<file path="src/rtl/req_resp_pkg.sv">
// ============================================================================
// Module   : req_resp_pkg
// Brief    : Shared constants, op encoding and helpers for req_resp_mc_engine.
// Revision : 1.0 - initial release
// ============================================================================
`default_nettype none

package req_resp_pkg;

    localparam string c_CNFG_READY_VALID = "READY_VALID";
    localparam string c_CNFG_VALID_READY = "VALID_READY";

    localparam string c_MODE_ECHO = "ECHO";
    localparam string c_MODE_INC  = "INC";
    localparam string c_MODE_INV  = "INV";

    // Widest data path the operation helper supports; callers truncate.
    localparam int c_OP_DATA_W = 64;

    typedef enum logic [1:0] {
        OP_ECHO = 2'd0,
        OP_INC  = 2'd1,
        OP_INV  = 2'd2
    } op_mode_e;

    function automatic int clog2_min1(input int value);
        return (value > 1) ? $clog2(value) : 1;
    endfunction

    // Low bits of the result are correct for any narrower width, so INC
    // wraps naturally once the caller truncates.
    function automatic logic [c_OP_DATA_W-1:0] apply_op(
        input op_mode_e                 mode,
        input logic [c_OP_DATA_W-1:0]   data
    );
        case (mode)
            OP_INC:  return data + 64'd1;
            OP_INV:  return ~data;
            default: return data;
        endcase
    endfunction

endpackage

`default_nettype wire

</file>
<file path="src/rtl/req_resp_fifo.sv">
// ============================================================================
// Module   : req_resp_fifo
// Brief    : Synchronous per-channel request FIFO with push/pop/count/full/empty.
// Revision : 1.0 - initial release
// ============================================================================
`default_nettype none

module req_resp_fifo #(
    parameter int DATA_SIZE = 16,
    parameter int DEPTH     = 4
) (
    input  logic                   clk,
    input  logic                   rstn,
    input  logic                   push,
    input  logic [DATA_SIZE-1:0]   push_data,
    input  logic                   pop,
    output logic [DATA_SIZE-1:0]   pop_data,
    output logic [$clog2(DEPTH):0] count,
    output logic                   full,
    output logic                   empty
);

    localparam int c_AW = $clog2(DEPTH);

    logic [DATA_SIZE-1:0]   r_mem [DEPTH];
    logic [c_AW-1:0]        r_wr_ptr;
    logic [c_AW-1:0]        r_rd_ptr;
    logic [$clog2(DEPTH):0] r_count;
    logic                   w_do_push;
    logic                   w_do_pop;

    assign full      = (r_count == ($clog2(DEPTH) + 1)'(DEPTH));
    assign empty     = (r_count == '0);
    assign count     = r_count;
    assign pop_data  = r_mem[r_rd_ptr];
    assign w_do_push = push && !full;
    assign w_do_pop  = pop && !empty;

    always_ff @(posedge clk) begin
        if (w_do_push) begin
            r_mem[r_wr_ptr] <= push_data;
        end
    end

    // DEPTH is a power of two, so the pointers wrap without a compare.
    always_ff @(posedge clk) begin
        if (!rstn) begin
            r_wr_ptr <= '0;
            r_rd_ptr <= '0;
            r_count  <= '0;
        end else begin
            if (w_do_push) begin
                r_wr_ptr <= r_wr_ptr + 1'b1;
            end
            if (w_do_pop) begin
                r_rd_ptr <= r_rd_ptr + 1'b1;
            end
            case ({w_do_push, w_do_pop})
                2'b10:   r_count <= r_count + 1'b1;
                2'b01:   r_count <= r_count - 1'b1;
                default: r_count <= r_count;
            endcase
        end
    end

endmodule

`default_nettype wire

</file>
<file path="src/rtl/req_resp_mc_engine.sv">
// ============================================================================
// Module   : req_resp_mc_engine
// Brief    : Multi-channel request/response responder: per-channel FIFOs,
//            round-robin scheduler and fixed-latency operation pipeline.
// Revision : 1.0 - initial release
// ============================================================================
`default_nettype none

module req_resp_mc_engine
    import req_resp_pkg::*;
#(
    parameter int    DATA_SIZE = 16,
    parameter int    NUM_CH    = 4,
    parameter int    DEPTH     = 4,
    parameter int    RESP_LAT  = 1,
    parameter string CNFG      = "READY_VALID",
    parameter string MODE      = "ECHO"
) (
    input  logic                        clk,
    input  logic                        rstn,
    input  logic [NUM_CH-1:0]           req_valid,
    input  logic [NUM_CH*DATA_SIZE-1:0] req_data,
    output logic [NUM_CH-1:0]           req_ready,
    output logic [NUM_CH-1:0]           resp_valid,
    output logic [NUM_CH*DATA_SIZE-1:0] resp_data,
    output logic [NUM_CH-1:0]           proto_err
);

    localparam int       c_CH_W  = clog2_min1(NUM_CH);
    localparam int       c_CNT_W = $clog2(DEPTH) + 1;
    localparam bit       c_VR    = (CNFG == c_CNFG_VALID_READY);
    localparam op_mode_e c_OP    = (MODE == c_MODE_INC) ? OP_INC :
                                   (MODE == c_MODE_INV) ? OP_INV : OP_ECHO;

    if (CNFG != c_CNFG_READY_VALID && CNFG != c_CNFG_VALID_READY) begin : g_bad_cnfg
        $fatal(1, "req_resp_mc_engine: illegal CNFG");
    end
    if (MODE != c_MODE_ECHO && MODE != c_MODE_INC && MODE != c_MODE_INV) begin : g_bad_mode
        $fatal(1, "req_resp_mc_engine: illegal MODE");
    end
    if (DEPTH < 2 || (DEPTH & (DEPTH - 1)) != 0) begin : g_bad_depth
        $fatal(1, "req_resp_mc_engine: DEPTH must be a power of two >= 2");
    end
    if (RESP_LAT < 1) begin : g_bad_lat
        $fatal(1, "req_resp_mc_engine: RESP_LAT must be >= 1");
    end
    if (NUM_CH < 1 || NUM_CH > 16) begin : g_bad_nch
        $fatal(1, "req_resp_mc_engine: NUM_CH must be 1..16");
    end
    if (DATA_SIZE < 1 || DATA_SIZE > c_OP_DATA_W) begin : g_bad_dw
        $fatal(1, "req_resp_mc_engine: DATA_SIZE out of range");
    end

    logic [DATA_SIZE-1:0]        w_fifo_dout  [NUM_CH];
    logic [c_CNT_W-1:0]          w_fifo_count [NUM_CH];
    logic [NUM_CH-1:0]           w_fifo_full;
    logic [NUM_CH-1:0]           w_fifo_empty;
    logic [NUM_CH-1:0]           w_space;
    logic [NUM_CH-1:0]           w_push;
    logic [NUM_CH-1:0]           w_pop;
    logic [NUM_CH-1:0]           w_violation;

    logic [c_CH_W-1:0]           r_ptr;
    logic                        w_grant;
    logic [c_CH_W-1:0]           w_grant_idx;
    logic [DATA_SIZE-1:0]        w_op_data;

    logic                        w_fin_valid;
    logic [c_CH_W-1:0]           w_fin_ch;
    logic [DATA_SIZE-1:0]        w_fin_data;

    logic [NUM_CH-1:0]           r_resp_valid;
    logic [NUM_CH*DATA_SIZE-1:0] r_resp_data;
    logic [NUM_CH-1:0]           r_proto_err;

    for (genvar i = 0; i < NUM_CH; i++) begin : g_ch
        // Space comes from the registered count only; a same-cycle pop
        // never opens a slot for a push.
        assign w_space[i] = (w_fifo_count[i] < c_CNT_W'(DEPTH));

        req_resp_fifo #(
            .DATA_SIZE (DATA_SIZE),
            .DEPTH     (DEPTH)
        ) u_fifo (
            .clk       (clk),
            .rstn      (rstn),
            .push      (w_push[i]),
            .push_data (req_data[i*DATA_SIZE +: DATA_SIZE]),
            .pop       (w_pop[i]),
            .pop_data  (w_fifo_dout[i]),
            .count     (w_fifo_count[i]),
            .full      (w_fifo_full[i]),
            .empty     (w_fifo_empty[i])
        );
    end

    assign w_push      = req_valid & w_space;
    assign req_ready   = c_VR ? (req_valid & w_space) : w_space;
    assign w_violation = c_VR ? '0 : (req_valid & w_fifo_full);

    // Round-robin search starting one past the last granted channel.
    always_comb begin
        int                v_idx;
        logic [c_CH_W-1:0] v_sel;
        w_grant     = 1'b0;
        w_grant_idx = r_ptr;
        v_idx       = 0;
        v_sel       = '0;
        for (int k = 1; k <= NUM_CH; k++) begin
            v_idx = int'(r_ptr) + k;
            if (v_idx >= NUM_CH) begin
                v_idx = v_idx - NUM_CH;
            end
            v_sel = c_CH_W'(v_idx);
            if (!w_grant && !w_fifo_empty[v_sel]) begin
                w_grant     = 1'b1;
                w_grant_idx = v_sel;
            end
        end
    end

    assign w_pop     = w_grant ? (NUM_CH'(1) << w_grant_idx) : '0;
    assign w_op_data = DATA_SIZE'(apply_op(c_OP, c_OP_DATA_W'(w_fifo_dout[w_grant_idx])));

    // The output register is the last latency stage; only RESP_LAT-1
    // internal stages sit between grant and output.
    if (RESP_LAT == 1) begin : g_direct
        assign w_fin_valid = w_grant;
        assign w_fin_ch    = w_grant_idx;
        assign w_fin_data  = w_op_data;
    end else begin : g_pipe
        localparam int c_N = RESP_LAT - 1;

        logic                 r_pv [c_N];
        logic [c_CH_W-1:0]    r_pc [c_N];
        logic [DATA_SIZE-1:0] r_pd [c_N];

        always_ff @(posedge clk) begin
            if (!rstn) begin
                for (int s = 0; s < c_N; s++) begin
                    r_pv[s] <= 1'b0;
                    r_pc[s] <= '0;
                    r_pd[s] <= '0;
                end
            end else begin
                r_pv[0] <= w_grant;
                r_pc[0] <= w_grant_idx;
                r_pd[0] <= w_op_data;
                for (int s = 1; s < c_N; s++) begin
                    r_pv[s] <= r_pv[s-1];
                    r_pc[s] <= r_pc[s-1];
                    r_pd[s] <= r_pd[s-1];
                end
            end
        end

        assign w_fin_valid = r_pv[c_N-1];
        assign w_fin_ch    = r_pc[c_N-1];
        assign w_fin_data  = r_pd[c_N-1];
    end

    always_ff @(posedge clk) begin
        if (!rstn) begin
            r_ptr        <= c_CH_W'(NUM_CH - 1);
            r_resp_valid <= '0;
            r_resp_data  <= '0;
            r_proto_err  <= '0;
        end else begin
            if (w_grant) begin
                r_ptr <= w_grant_idx;
            end
            r_resp_valid <= '0;
            if (w_fin_valid) begin
                r_resp_valid[w_fin_ch]                           <= 1'b1;
                r_resp_data[w_fin_ch*DATA_SIZE +: DATA_SIZE]     <= w_fin_data;
            end
            r_proto_err <= r_proto_err | w_violation;
        end
    end

    assign resp_valid = r_resp_valid;
    assign resp_data  = r_resp_data;
    assign proto_err  = r_proto_err;

endmodule

`default_nettype wire

</file>
<file path="config.mk">
export PLATFORM = sky130hd
export DESIGN_NAME = req_resp_mc_engine
export DESIGN_NICKNAME = d
export VERILOG_FILES = /design/src/rtl/req_resp_pkg.sv /design/src/rtl/req_resp_fifo.sv /design/src/rtl/req_resp_mc_engine.sv
export SDC_FILE = /design/constraint.sdc
export NUM_CORES = 1
export LEC_CHECK = 0
export ABC_AREA = 1
export CORE_ASPECT_RATIO = 0.6
export CORE_MARGIN = 2
export CORE_UTILIZATION = 50
export CTS_BUF_LIST = sky130_fd_sc_hd__clkbuf_4 sky130_fd_sc_hd__clkbuf_8
export CTS_CLUSTER_DIAMETER = 200
export DETAILED_ROUTE_END_ITERATION = 6
export PLACE_DENSITY_LB_ADDON = 0.2
export RECOVER_POWER = 100
export SLEW_MARGIN = 20
export SYNTH_ARGS = -nofsm -noshare
export SYNTH_HDL_FRONTEND = slang
export SYNTH_HIERARCHICAL = 1
export SYNTH_SLANG_ARGS = --single-unit
</file>
<file path="constraint.sdc">
create_clock -name clk -period 4.88 [get_ports clk]
set_clock_uncertainty 0.1 [all_clocks]
set_input_delay 0.976 -clock clk [delete_from_list [all_inputs] [get_ports clk]]
set_output_delay 0.976 -clock clk [all_outputs]
set_load 0.02 [all_outputs]
</file>
# ---- After elaboration in Yosys (flattened, before gate mapping)
# Memories as Yosys holds them, arrays and structs flattened. A register that Yosys moved wholly into a read port is not among the register bits.
# Cells that the tools add are included.
dict set report totals {
  regBits 102
  ram_bits 256
  inputBits 70
  output_inout_bits 76
  word_cells 160
  memories 4
}
dict set report op_classes {
  add_sub_neg 25
  magnitude_cmp 15
  eq_ne 12
  shifts 3
  n_mux 47
  bitwise_logic 4
  reduce_logical 34
}
# name depth word_bits rd rd_ports_with_merged_regs write_ports line
set mem_list {}
lappend mem_list {{g_ch[0].u_fifo.r_mem} 4 16 1 1 1 req_resp_fifo.sv:25} ;# logic [DATA_SIZE-1:0] r_mem [DEPTH];
lappend mem_list {{g_ch[1].u_fifo.r_mem} 4 16 1 1 1 req_resp_fifo.sv:25}
lappend mem_list {{g_ch[2].u_fifo.r_mem} 4 16 1 1 1 req_resp_fifo.sv:25}
lappend mem_list {{g_ch[3].u_fifo.r_mem} 4 16 1 1 1 req_resp_fifo.sv:25}
# cell count
set ops {}
lappend ops {{bitwise mux 64 bit} 1}
lappend ops {{variable shift 16 x 34 -> 64 bit (first input constant)} 1}
lappend ops {{variable part select 16 x 34 -> 64 bit} 1}
lappend ops {{negator 6 -> 34 bit} 1}
lappend ops {{binary-select mux 16 bit (select 2 bit)} 1}
lappend ops {{two-way mux 16 bit} 2}
lappend ops {{two-way mux 2 bit} 16}
lappend ops {{one-hot mux 3 bit (2 select lines)} 4}
lappend ops {{two-way mux 1 bit} 17}
lappend ops {{adder 2 x 1 -> 2 bit (second input constant)} 8}
lappend ops {{less-than comparator 2 x 3 -> 1 bit (second input constant)} 5}
lappend ops {{zero test 1 bit} 13}
lappend ops {{adder 3 x 1 -> 3 bit (second input constant)} 4}
lappend ops {{== test 3 bit (second input constant)} 4}
lappend ops {{>= comparator 3 bit (second input constant)} 4}
lappend ops {{logical AND 1 bit} 12}
lappend ops {{zero test 3 bit} 4}
lappend ops {{less-than comparator 3 bit (second input constant)} 4}
lappend ops {{subtractor 3 x 1 -> 3 bit (second input constant)} 4}
lappend ops {{AND 4 bit} 2}
lappend ops {{binary-select mux 1 bit (select 2 bit)} 4}
lappend ops {{== test 2 x 1 -> 1 bit (second input constant)} 4}
lappend ops {{== test 2 bit (second input constant)} 4}
lappend ops {{nonzero test 2 bit} 4}
lappend ops {{12 further kinds} 16}

# ---- Logic depth before layout (Yosys ltp)
# Gate-level depths: netlist of the first run.
dict set report depth {
  ltp_word 20
  mapped_depth 29
  mapped_depth_nobuf 27
}

# ---- Cells and area by module
# The synthesis of the first run kept the hierarchy.
# mod n_inst cells_each area_per_inst_um2
set modules_own_cells {}
lappend modules_own_cells {req_resp_fifo 4 224 2849.0}
lappend modules_own_cells {req_resp_mc_engine 1 584 4164.0}

# ---- Worst setup path after synthesis of the first run
# OpenSTA, ideal clock, no wires.
dict set report synth_timing {
  path_type {flip-flop to flip-flop}
  startpoint {register g_ch[0].u_fifo.r_count[1]}
  endpoint {register g_ch[3].u_fifo.r_count[2]}
  setup_time_ns 0.113
  arrival_time_ns 3.197
  required_ns 4.667
  setup_slack_ns 1.470
  path_stages_with_launch 29
  n_path_buf 3
  path_cell_list {dfxtp_1 -> nor2_2 -> nand2_1 -> inv_1 -> nand2_2 -> nand2_4 -> inv_2 -> nand2_1 -> nand2_2 -> nand2_2 -> nand3_2 -> nand2_4 -> buf_4 -> buf_4 -> ha_1 -> nand2_4 -> clkbuf_1 -> inv_1 -> nand2_1 -> inv_1 -> ha_1 -> inv_1 -> fa_1 -> inv_1 -> nand2_1 -> nand3_1 -> nand2_1 -> nand2_1 -> nor2_1}
}
dict set report synth_via {
  elab_chain_len 17
  word_cells_on_any_way 32
  classes_between {eq/ne: 2; shift: 1; mux: 18; reduce/logical: 11}
}
# element line
set synth_lines {}
lappend synth_lines {{start: declaration} req_resp_fifo.sv:28} ;# logic [$clog2(DEPTH):0] r_count;
lappend synth_lines {{start signal: assignment} req_resp_fifo.sv:59} ;# 2'b10: r_count <= r_count + 1'b1;
lappend synth_lines {{start signal: assignment} req_resp_fifo.sv:60} ;# 2'b01: r_count <= r_count - 1'b1;
lappend synth_lines {{start signal: assignment} req_resp_fifo.sv:61} ;# default: r_count <= r_count;
lappend synth_lines {{zero test 3 bit (*)} req_resp_fifo.sv:33} ;# assign empty = (r_count == '0);
lappend synth_lines {{named net w_fifo_empty[0]} req_resp_mc_engine.sv:57} ;# logic [NUM_CH-1:0] w_fifo_empty;
lappend synth_lines {{binary-select mux 1 bit (select 2 bit)} req_resp_mc_engine.sv:115} ;# if (!w_grant && !w_fifo_empty[v_sel]) begin
lappend synth_lines {{two-way mux 1 bit (implied by the code)} req_resp_mc_engine.sv:115}
lappend synth_lines {{zero test 1 bit} req_resp_mc_engine.sv:115}
lappend synth_lines {{logical AND 1 bit} req_resp_mc_engine.sv:115}
lappend synth_lines {{two-way mux 1 bit} req_resp_mc_engine.sv:115}
lappend synth_lines {{zero test 1 bit} req_resp_mc_engine.sv:115}
lappend synth_lines {{[5 not listed]} -}
lappend synth_lines {{named net w_fin_ch[0]} req_resp_mc_engine.sv:69} ;# logic [c_CH_W-1:0] w_fin_ch;
lappend synth_lines {{<< shifter 1 x 2 -> 4 bit (*)} req_resp_mc_engine.sv:122} ;# assign w_pop = w_grant ? (NUM_CH'(1) << w_grant_idx) : '0;
lappend synth_lines {{two-way mux 4 bit (*)} req_resp_mc_engine.sv:122}
lappend synth_lines {{named net w_pop[3]} req_resp_mc_engine.sv:60} ;# logic [NUM_CH-1:0] w_pop;
lappend synth_lines {{logical AND 1 bit (*)} req_resp_fifo.sv:37} ;# assign w_do_pop = pop && !empty;
lappend synth_lines {{named net g_ch[3].u_fifo.w_do_pop} req_resp_fifo.sv:30} ;# logic w_do_pop;
lappend synth_lines {{== test 2 x 1 -> 1 bit / == test 2 bit (equally long branches)} req_resp_fifo.sv:58} ;# case ({w_do_push, w_do_pop})
lappend synth_lines {{one-hot mux 3 bit (2 select lines) / nonzero test 2 bit (equally long branches)} -}
lappend synth_lines {{end signal: assignment} req_resp_fifo.sv:59}
lappend synth_lines {{end signal: assignment} req_resp_fifo.sv:60}
lappend synth_lines {{end signal: assignment} req_resp_fifo.sv:61}
lappend synth_lines {{end: declaration} req_resp_fifo.sv:28}
# Mark *: on every way through the listed nets, which the timed path passes. The rest lies on a longest branch. The select of a mux whose other input is x is not followed.
# A chain may end at the register's enable or synchronous reset.

# ---- Final worst setup path of the first run
dict set report layout_timing {
  startpoint {register r_ptr[0]}
  endpoint {register g_ch[2].u_fifo.r_count[2]}
}
dict set report layout_via {
  elab_chain_len 19
  word_cells_on_any_way 47
  classes_between {add/sub: 8; order compare: 4; eq/ne: 2; shift: 1; mux: 22; reduce/logical: 10}
}
# element line
set layout_lines {}
lappend layout_lines {{start: declaration} req_resp_mc_engine.sv:63} ;# logic [c_CH_W-1:0] r_ptr;
lappend layout_lines {{start signal: assignment} req_resp_mc_engine.sv:164} ;# r_ptr <= c_CH_W'(NUM_CH - 1);
lappend layout_lines {{start signal: assignment} req_resp_mc_engine.sv:170} ;# r_ptr <= w_grant_idx;
lappend layout_lines {{adder 2 x 2 -> 3 bit} req_resp_mc_engine.sv:110} ;# v_idx = int'(r_ptr) + k;
lappend layout_lines {{>= comparator 3 bit / subtractor 2 x 1 -> 2 bit (equally long branches)} {req_resp_mc_engine.sv:111, req_resp_mc_engine.sv:112}}
lappend layout_lines {{two-way mux 2 bit} req_resp_mc_engine.sv:111} ;# if (v_idx >= NUM_CH) begin
lappend layout_lines {{binary-select mux 1 bit (select 2 bit)} req_resp_mc_engine.sv:115}
lappend layout_lines {{two-way mux 1 bit (implied by the code)} req_resp_mc_engine.sv:115}
lappend layout_lines {{zero test 1 bit} req_resp_mc_engine.sv:115}
lappend layout_lines {{logical AND 1 bit} req_resp_mc_engine.sv:115}
lappend layout_lines {{two-way mux 1 bit} req_resp_mc_engine.sv:115}
lappend layout_lines {{[5 not listed]} -}
lappend layout_lines {{two-way mux 2 bit} req_resp_mc_engine.sv:115}
lappend layout_lines {{<< shifter 1 x 2 -> 4 bit} req_resp_mc_engine.sv:122}
lappend layout_lines {{two-way mux 4 bit (*)} req_resp_mc_engine.sv:122}
lappend layout_lines {{named net w_pop[2]} req_resp_mc_engine.sv:60}
lappend layout_lines {{logical AND 1 bit (*)} req_resp_fifo.sv:37}
lappend layout_lines {{named net g_ch[2].u_fifo.w_do_pop} req_resp_fifo.sv:30}
lappend layout_lines {{== test 2 x 1 -> 1 bit / == test 2 bit (equally long branches)} req_resp_fifo.sv:58}
lappend layout_lines {{one-hot mux 3 bit (2 select lines) / nonzero test 2 bit (equally long branches)} -}
lappend layout_lines {{end signal: assignment} req_resp_fifo.sv:59}
lappend layout_lines {{end signal: assignment} req_resp_fifo.sv:60}
lappend layout_lines {{end signal: assignment} req_resp_fifo.sv:61}
lappend layout_lines {{end: declaration} req_resp_fifo.sv:28}
# Marks and branches as above.

==> key figures, run 1 <==
GRT
  – Remaining global-route overflow: 0
  – Vias in the first global route: 10310
  – Largest net degree at the start of global routing: between 40 and 50
  – Initial antenna violation count: 3
  – Global-route wire length before repair: 59320 um
  – Gr usage total: a little under a quarter

Hold path
  – Hold Crit Depth: 2
  – Hold crit path type: flop to flop
  – Endpoint, Worst Hold: resp_data[32]
  – HP Start: resp_data[32]

Logic synthesis
  – Count leader, synth: edfxtp_1
  – Sequential fraction of the synthesis area: 63.56%
  – Syn_area_per_cell: between 10 and 15 sq um
  – Leading area contributor after synthesis: edfxtp_1
  – Synth Net Count: approximately 1600
  – Synth Instances: 1480
  – Post-synth EDFFs: ~260
  – FFs w/ async S/R, synth: 0%
  – Synth unique cells: 29
  – Largest cells by area after synthesis: edfxtp_1 49%, dfxtp_1 14%, nand2_1 4.6%
  – Post-synth top cells: 256 x edfxtp_1, 190 x nand2_1, 174 x nor2_1, 140 x inv_1, 112 x o21ai_1
  – Synthesized cell area: 15560 sq um
  – Top FF cell, synth: edfxtp_1
  – Yosys top cell area share: 49.40%
  – Ys Warns: 6
  – #FFs+latches synth: 366

Cells and area
  – Sequential Area: 9889 sq um
  – Area Overhead vs Synth: 17.22%
  – Share of cells above drive strength 1: 10.58%
  – Fillers: 2517
  – Nets@finish: 1721
  – Area of the multi-input gates: 4643 sq um

Clock tree
  – CTS Buf Count: 51
  – CTS tree: built
  – Hold Buf Count CTS: 0
  – CTS H-Tree Depth: 2
  – Post-CTS Setup Bufs: 0
  – Root Buffer: clkbuf_8
  – Clock slew at reported path FFs: 0.07 ns
  – Skew-Pair Late Insertion Delay: 0.59 ns
  – Post-CTS Resized: 0
  – CTS sink cnt: 366
  – Maximum root-to-sink buffer count: 3

STA
  – RSZ-0062 raised after global routing: no
  – Worst Max-Slew Pin Slew: 1.634 ns
  – Post-route setup slack: 0.5652 ns
  – Final hold viol count: 0
  – Achievable clock frequency: 231.8 MHz
  – Final setup fails: 0
  – Setup TNS Final: 0 ns
  – Fin. max-slew vios: 204
  – Period utilization: 88.42%
  – Min cycle time layout: 4.315 ns
  – Normalized max-slew margin: -9.334%

Critical path
  – Register-to-Register Path Depth: 22
  – Most used cell, CP: nand2_1
  – Worst Path Required: 5.25 ns
  – Reg-to-reg endpoint: g_ch[2].u_fifo/count[2]
  – Worst r2r src: r_ptr[0]
  – Startpoint Class: flop
  – Crit path kind: flop to flop
  – Critical path arrival: 4.69 ns
  – Crit-path slowest cell: dfxtp_1
  – CP max FO: 19
  – Register-to-register setup slack: 0.57 ns
  – Worst path max stage delay: 0.68 ns
  – Worst path cell trace: inv_2, nand2_1, nand2_4, nand2_1, nand2_8, nand3_1, nand3_1, nand2_2, ha_1, nand2_1, inv_1, nand2_1, inv_1, ha_1, inv_1, fa_1, inv_1, nand2_1, nand3_1, nand2_1, nand2_1, nor2_1
  – Nature of the critical path endpoint: flop

Pwr
  – Sw Share: 46.53%
  – P_int: 0.006740 W
  – NetSw: 0.005866 W
  – Worst vdd ir: 609.3 uV
  – Lkg Pwr: around 7 nW
  – Pwr/cell area: 691.2 nW/um^2
  – Sequential share of power: 33.0%
  – Logic pwr share: 46.9%
  – Clk network pwr share: 20.1%

Detailed routing
  – Post-route ant nets: 0
  – Routed vias/inst: 5.429
  – Iteration-0 DRC Markers: 1235
  – Vias: 11250
  – Post-Route WL: roughly 39000 um
  – Drt drc: 0
  – Wire length per cell: 18.79 um
  – Drt pass-1 iters: 5

Floorplanning
  – Die W: 231.7 um
  – Die area: about 33000 sq um
  – Core Area: slightly above 30000 sq um
  – Die Ht: 140.6 um
  – Row cnt: 49
  – Initial Util: about half
  – IO Count: 146

Placed design
  – Final GP Congestion: 0.9520
  – Port buffer count: around 150
  – Placed wire-length estimate: 26730 um
  – Setup WS pre-CTS: 0.8447 ns

Run
  – Max_cap viols: 14

Status
  – Result of the run: finished, violations left
  – Failing checks: capacitance limit, slew limit
[per-stage QoR]
stage | utilization (%) | cell area [sq um] | hold slack [ns] | power, W | std cells
floorplan | - | 15560 | 0.3622 | 0.008334 | 1480
global placement | 56.96 | 17250 | 0.3564 | 0.009999 | 1977
detailed placement | 56.96 | 17250 | 0.3570 | 0.01013 | 1977
CTS | 60.59 | 18350 | 0.3675 | 0.01266 | 2071
global route | 60.22 | 18240 | 0.3797 | 0.01325 | 2072
finish | 60.22 | 18240 | 0.3647 | 0.01261 | 2072
[critical path, delay by kind of cell, from the launching register on]
kind,cells,cell delay (ns)
flip-flops,1,0.68
buffers and inverters,5,0.74
AND/OR/NAND/NOR,14,1.90
adder cells (fa/ha/maj),3,0.77
[per-layer routing]
metal	GRT usage, %	wire length (um)	vias up
met5	0	0	-
met4	4.757	516	0
met3	5.117	3608	45
met2	33.18	16380	436
met1	37.65	18430	5373
li1	-	-	5395
[registers in the layout (all words and copies together), names as in the netlist, named ones only]
register and flops:
g_ch.u_fifo/count 12, resp_data 64, g_ch.u_fifo/r_mem 256, g_ch.u_fifo/r_wr_ptr 8, g_ch.u_fifo/r_rd_ptr 8, r_ptr 2
resp_valid 4, proto_err 4
[worst max path at each step]
stage | from | endpoint | slack, ns | cells past startpoint
final | r_ptr[0] | g_ch[2].u_fifo/count[2] | 0.57 | 22
after global routing | r_ptr[0] | g_ch[1].u_fifo/count[2] | 0.19 | 21
after CTS | r_ptr[0] | g_ch[0].u_fifo/count[2] | 0.83 | 24
after detailed placement | r_ptr[0] | g_ch[0].u_fifo/count[2] | 0.84 | 24
after global placement | r_ptr[0] | g_ch[0].u_fifo/count[2] | 0.95 | 24
after floorplan | g_ch[0].u_fifo/count[1] | g_ch[3].u_fifo/count[2] | 1.47 | 28
[power by group through the flow]
stage	combinational, W	sequential [W]	clock [W]
detailed placement	0.00591	0.00423	0
CTS	0.00592	0.00416	0.00258
global route	0.00632	0.00421	0.00272
floorplan	0.00407	0.00427	0
finish	0.00591	0.00417	0.00253
global placement	0.00579	0.00421	0
[placed cells by master (no fill, tap or decap), types with 2 or more instances in the layout]
cell type      instances
clkbuf_1               3
nand3b_1              16
clkinv_1               6
nor3_2                 2
nand3_2                2
dfxtp_1              110
bufinv_16              3
clkbuf_8              58
nand2_1              196
o21ai_0               25
fa_1                   4
nor2_2                 6
clkbuf_4              18
o22ai_1               64
a21oi_1               81
nand3_1               94
clkinv_2               6
nand2_2               37
a21oi_2                7
ha_1                  25
dlygate4sd3_1        145
inv_2                 11
buf_4                  8
inv_1                141
clkinvlp_4             2
edfxtp_1             256
o21ai_1              112
nand2_4               11
nor2_1               177
nand4_1               32
[cell families (layout without fill, tap and decap cells)]
group	after synthesis	after routing	share of synthesized area, %
AND/OR/NAND/NOR	577	577	17.69
flip-flops	366	366	63.56
AO/OA/AOI/OAI	289	289	10.05
buffers and inverters	219	402	6.176
adder cells (fa/ha/maj)	29	29	2.525
other	0	1	0
[area by class of cell]
cell class / count / area share (%)
Sequential cell: 366 / 54.22
Multi-Input combinational cell: 895 / 25.46
Timing Repair Buffer: 156 / 8.349
Clock buffer: 76 / 5.118
Inverter: 152 / 3.128
Tap cell: 408 / 2.799
Clock inverter: 18 / 0.9124
Antenna cell: 1 / 0.01372
Note: power is estimated with default switching activity, not from simulation.
==> inputs of run 2 (changes only) <==
--- a/config.mk
+++ b/config.mk
@@ -6,13 +6,15 @@
 export NUM_CORES = 1
 export LEC_CHECK = 0
 export ABC_AREA = 1
+export CAP_MARGIN = 10
 export CORE_ASPECT_RATIO = 0.6
 export CORE_MARGIN = 2
 export CORE_UTILIZATION = 50
 export CTS_BUF_LIST = sky130_fd_sc_hd__clkbuf_4 sky130_fd_sc_hd__clkbuf_8
 export CTS_CLUSTER_DIAMETER = 200
+export CTS_CLUSTER_SIZE = 12
 export DETAILED_ROUTE_END_ITERATION = 6
-export PLACE_DENSITY_LB_ADDON = 0.2
+export PLACE_DENSITY = 0.7
 export RECOVER_POWER = 100
 export SLEW_MARGIN = 20
 export SYNTH_ARGS = -nofsm -noshare
==> key figures, run 2 (synthesis gave the netlist of run 1 again) <==
Status
  – Result of the run: finished, violations left
  – Failing checks: capacitance limit, slew limit

STA
  – Worst Max-Slew Pin Slew: 1.694 ns
  – RSZ-0062 raised after global routing: no
  – Period utilization: 86.01%
  – Final setup fails: 0
  – Setup TNS Final: 0 ns
  – Normalized max-slew margin: -13.38%
  – Fin. max-slew vios: 224
  – Min cycle time layout: ~4.2 ns
  – Final hold viol count: 0
  – Min Hold Slack: 0.3644 ns
  – Achievable clock frequency: 238.2 MHz

Cells and area
  – Nets@finish: 1707
  – Diode count: 0
  – Cell area after layout: 17880 sq um
  – Top reg by flops: g_ch.u_fifo/r_mem
  – Commonest non-fill, non-tap cell in the layout: edfxtp_1
  – Most frequent cells in the layout: 256 x edfxtp_1, 198 x nand2_1, 175 x nor2_1
  – Share of cells above drive strength 1: 9.425%
  – Fin util: 59.03%
  – Area Overhead vs Synth: 14.89%
  – Max reg flops: 256

Critical path
  – Nature of the critical path endpoint: flop
  – Reg-to-reg endpoint: g_ch[0].u_fifo/count[2]
  – Worst Path Required: 5.25 ns
  – Worst path max stage delay: 0.66 ns
  – Worst r2r src: r_ptr[0]
  – Sum of buffers and inverters on the critical path: 5
  – Crit path kind: flop to flop
  – Startpoint Class: flop
  – Register-to-Register Path Depth: 24
  – Crit path max-delay family: simple AND/OR/NAND/NOR gates
  – Most used cell, CP: nand2_1
  – CP max FO: 20
  – Crit-path slowest cell: dfxtp_1
  – Critical path arrival: 4.56 ns
  – Worst path cell trace: inv_1, nand2_1, nand2_4, nand2_4, nand2_8, nand2_1, nand2_1, nand2_1, nand2_1, nand2_2, ha_1, inv_1, nor2_1, nand2_1, inv_1, ha_1, inv_1, fa_1, inv_1, nand2_1, nand3_1, nand2_1, nand2_1, nor2_1
  – Register-to-register setup slack: 0.68 ns

GRT
  – Initial antenna violation count: 0
  – Largest net degree at the start of global routing: between 40 and 50
  – Gr usage total: 23.34%
  – Global-route wire length before repair: 58060 um
  – Remaining global-route overflow: 0
  – Vias in the first global route: about 10000

Clock tree
  – Hold Buf Count CTS: 0
  – CTS Buf Count: 36
  – Skew-Pair Late Insertion Delay: 0.58 ns
  – Root Buffer: clkbuf_8
  – CTS sink cnt: 366
  – Clock slew at reported path FFs: ~0.08 ns
  – Post-CTS Setup Bufs: 0
  – Post-CTS Resized: 0
  – CTS H-Tree Depth: 2
  – CTS tree: built
  – Maximum root-to-sink buffer count: 3

Detailed routing
  – Drt pass-1 iters: 5
  – Drt drc: 0
  – Met3 WL: 3781 um
  – Wire length per cell: 18.80 um
  – Metal-1 WL: 18020 um
  – Post-route ant nets: 0
  – Routed vias/inst: 5.428
  – Vias: 11080
  – DR WL met2: 15930 um
  – Post-Route WL: 38400 um
  – Top Metal Used: met4
  – Iteration-0 DRC Markers: 1428

Placed design
  – Final GP Congestion: 0.9400
  – Placed wire-length estimate: 26430 um
  – Dpl cell area: 17260 sq um
  – Port buffer count: 145

Floorplanning
  – IO Count: 146
  – Initial Util: 51.38%
  – Core Area: 30290 sq um
  – Die area: 32590 sq um
  – Die W: 231.7 um
  – Die Ht: 140.6 um
  – Row cnt: 49

Run
  – Max_cap viols: 15

Pwr
  – Sequential share of power: between 30% and 40%
  – Lkg Pwr: 6.828 nW
  – Sw Share: 47.59%
  – P_int: 0.006255 W
  – Worst vdd ir: 478.9 uV
  – Logic pwr share: between 40% and 50%
  – NetSw: 0.005679 W
  – Pwr/cell area: 667.5 nW/um^2
  – Clk network pwr share: 16.0%

Hold path
  – Hold Crit Depth: 2
  – Endpoint, Worst Hold: resp_data[36]
  – HP Start: resp_data[36]
  – Hold crit path type: flop to flop
-- run 2: worst max path at each step --
stage	startpoint	end	slack [ns]	cells past startpoint
2_1_floorplan	g_ch[0].u_fifo/count[1]	g_ch[3].u_fifo/count[2]	1.47	28
3_3_place_gp	r_ptr[0]	g_ch[0].u_fifo/count[2]	0.96	24
3_5_place_dp	r_ptr[0]	g_ch[0].u_fifo/count[2]	0.87	22
4_1_cts	r_ptr[0]	g_ch[0].u_fifo/count[2]	0.85	22
5_1_grt	r_ptr[0]	g_ch[0].u_fifo/count[2]	0.28	23
6_report	r_ptr[0]	g_ch[0].u_fifo/count[2]	0.68	24
-- run 2: per-layer routing --
metal  up-vias  track usage (%)
li1       5341                -
met1      5257            36.64
met2       431            32.19
met3        55            5.684
met4         0            5.837
met5         -                0
-- run 2: layout make-up --
type,instances,area [sq um]
repair buffers,157,1523
multi-input cells,895,4671
flip-flops and latches,366,9889
inverters,152,570.5
fillers,2527,12410
clock buffers,61,689.4
well taps,408,510.5
clock inverters,3,23.77
-- run 2: through the flow --
stage | power, W | setup slack [ns] | instances
final | 0.01193 | 0.6826 | 2042
after global routing | 0.01260 | 0.2781 | 2042
after CTS | 0.01200 | 0.8539 | 2042
after detailed placement | 0.01010 | 0.8706 | 1978
after global placement | 0.009998 | 0.9616 | 1978
after floorplan | 0.008334 | 1.470 | 1480
-- run 2: worst reg2reg max path, stage by stage, from the launching register on --
cell and delay [ns]:
dfxtp_1 0.66, inv_1 0.36, nand2_1 0.20, nand2_4 0.09, nand2_4 0.10, nand2_8 0.09, nand2_1 0.08, nand2_1 0.06
nand2_1 0.06, nand2_1 0.06, nand2_2 0.29, ha_1 0.27, inv_1 0.10, nor2_1 0.35, nand2_1 0.13, inv_1 0.11
ha_1 0.18, inv_1 0.07, fa_1 0.38, inv_1 0.06, nand2_1 0.05, nand3_1 0.09, nand2_1 0.06, nand2_1 0.06
nor2_1 0.06
-- run 2: power groups by stage --
stage	Sequential (W)	Clock, W	Combinational [W]
floorplan	0.00427	0	0.00407
global placement	0.00422	0	0.00578
detailed placement	0.00423	0	0.00587
CTS	0.00417	0.00196	0.00588
global route	0.00422	0.00207	0.00631
finish	0.00417	0.00191	0.00585
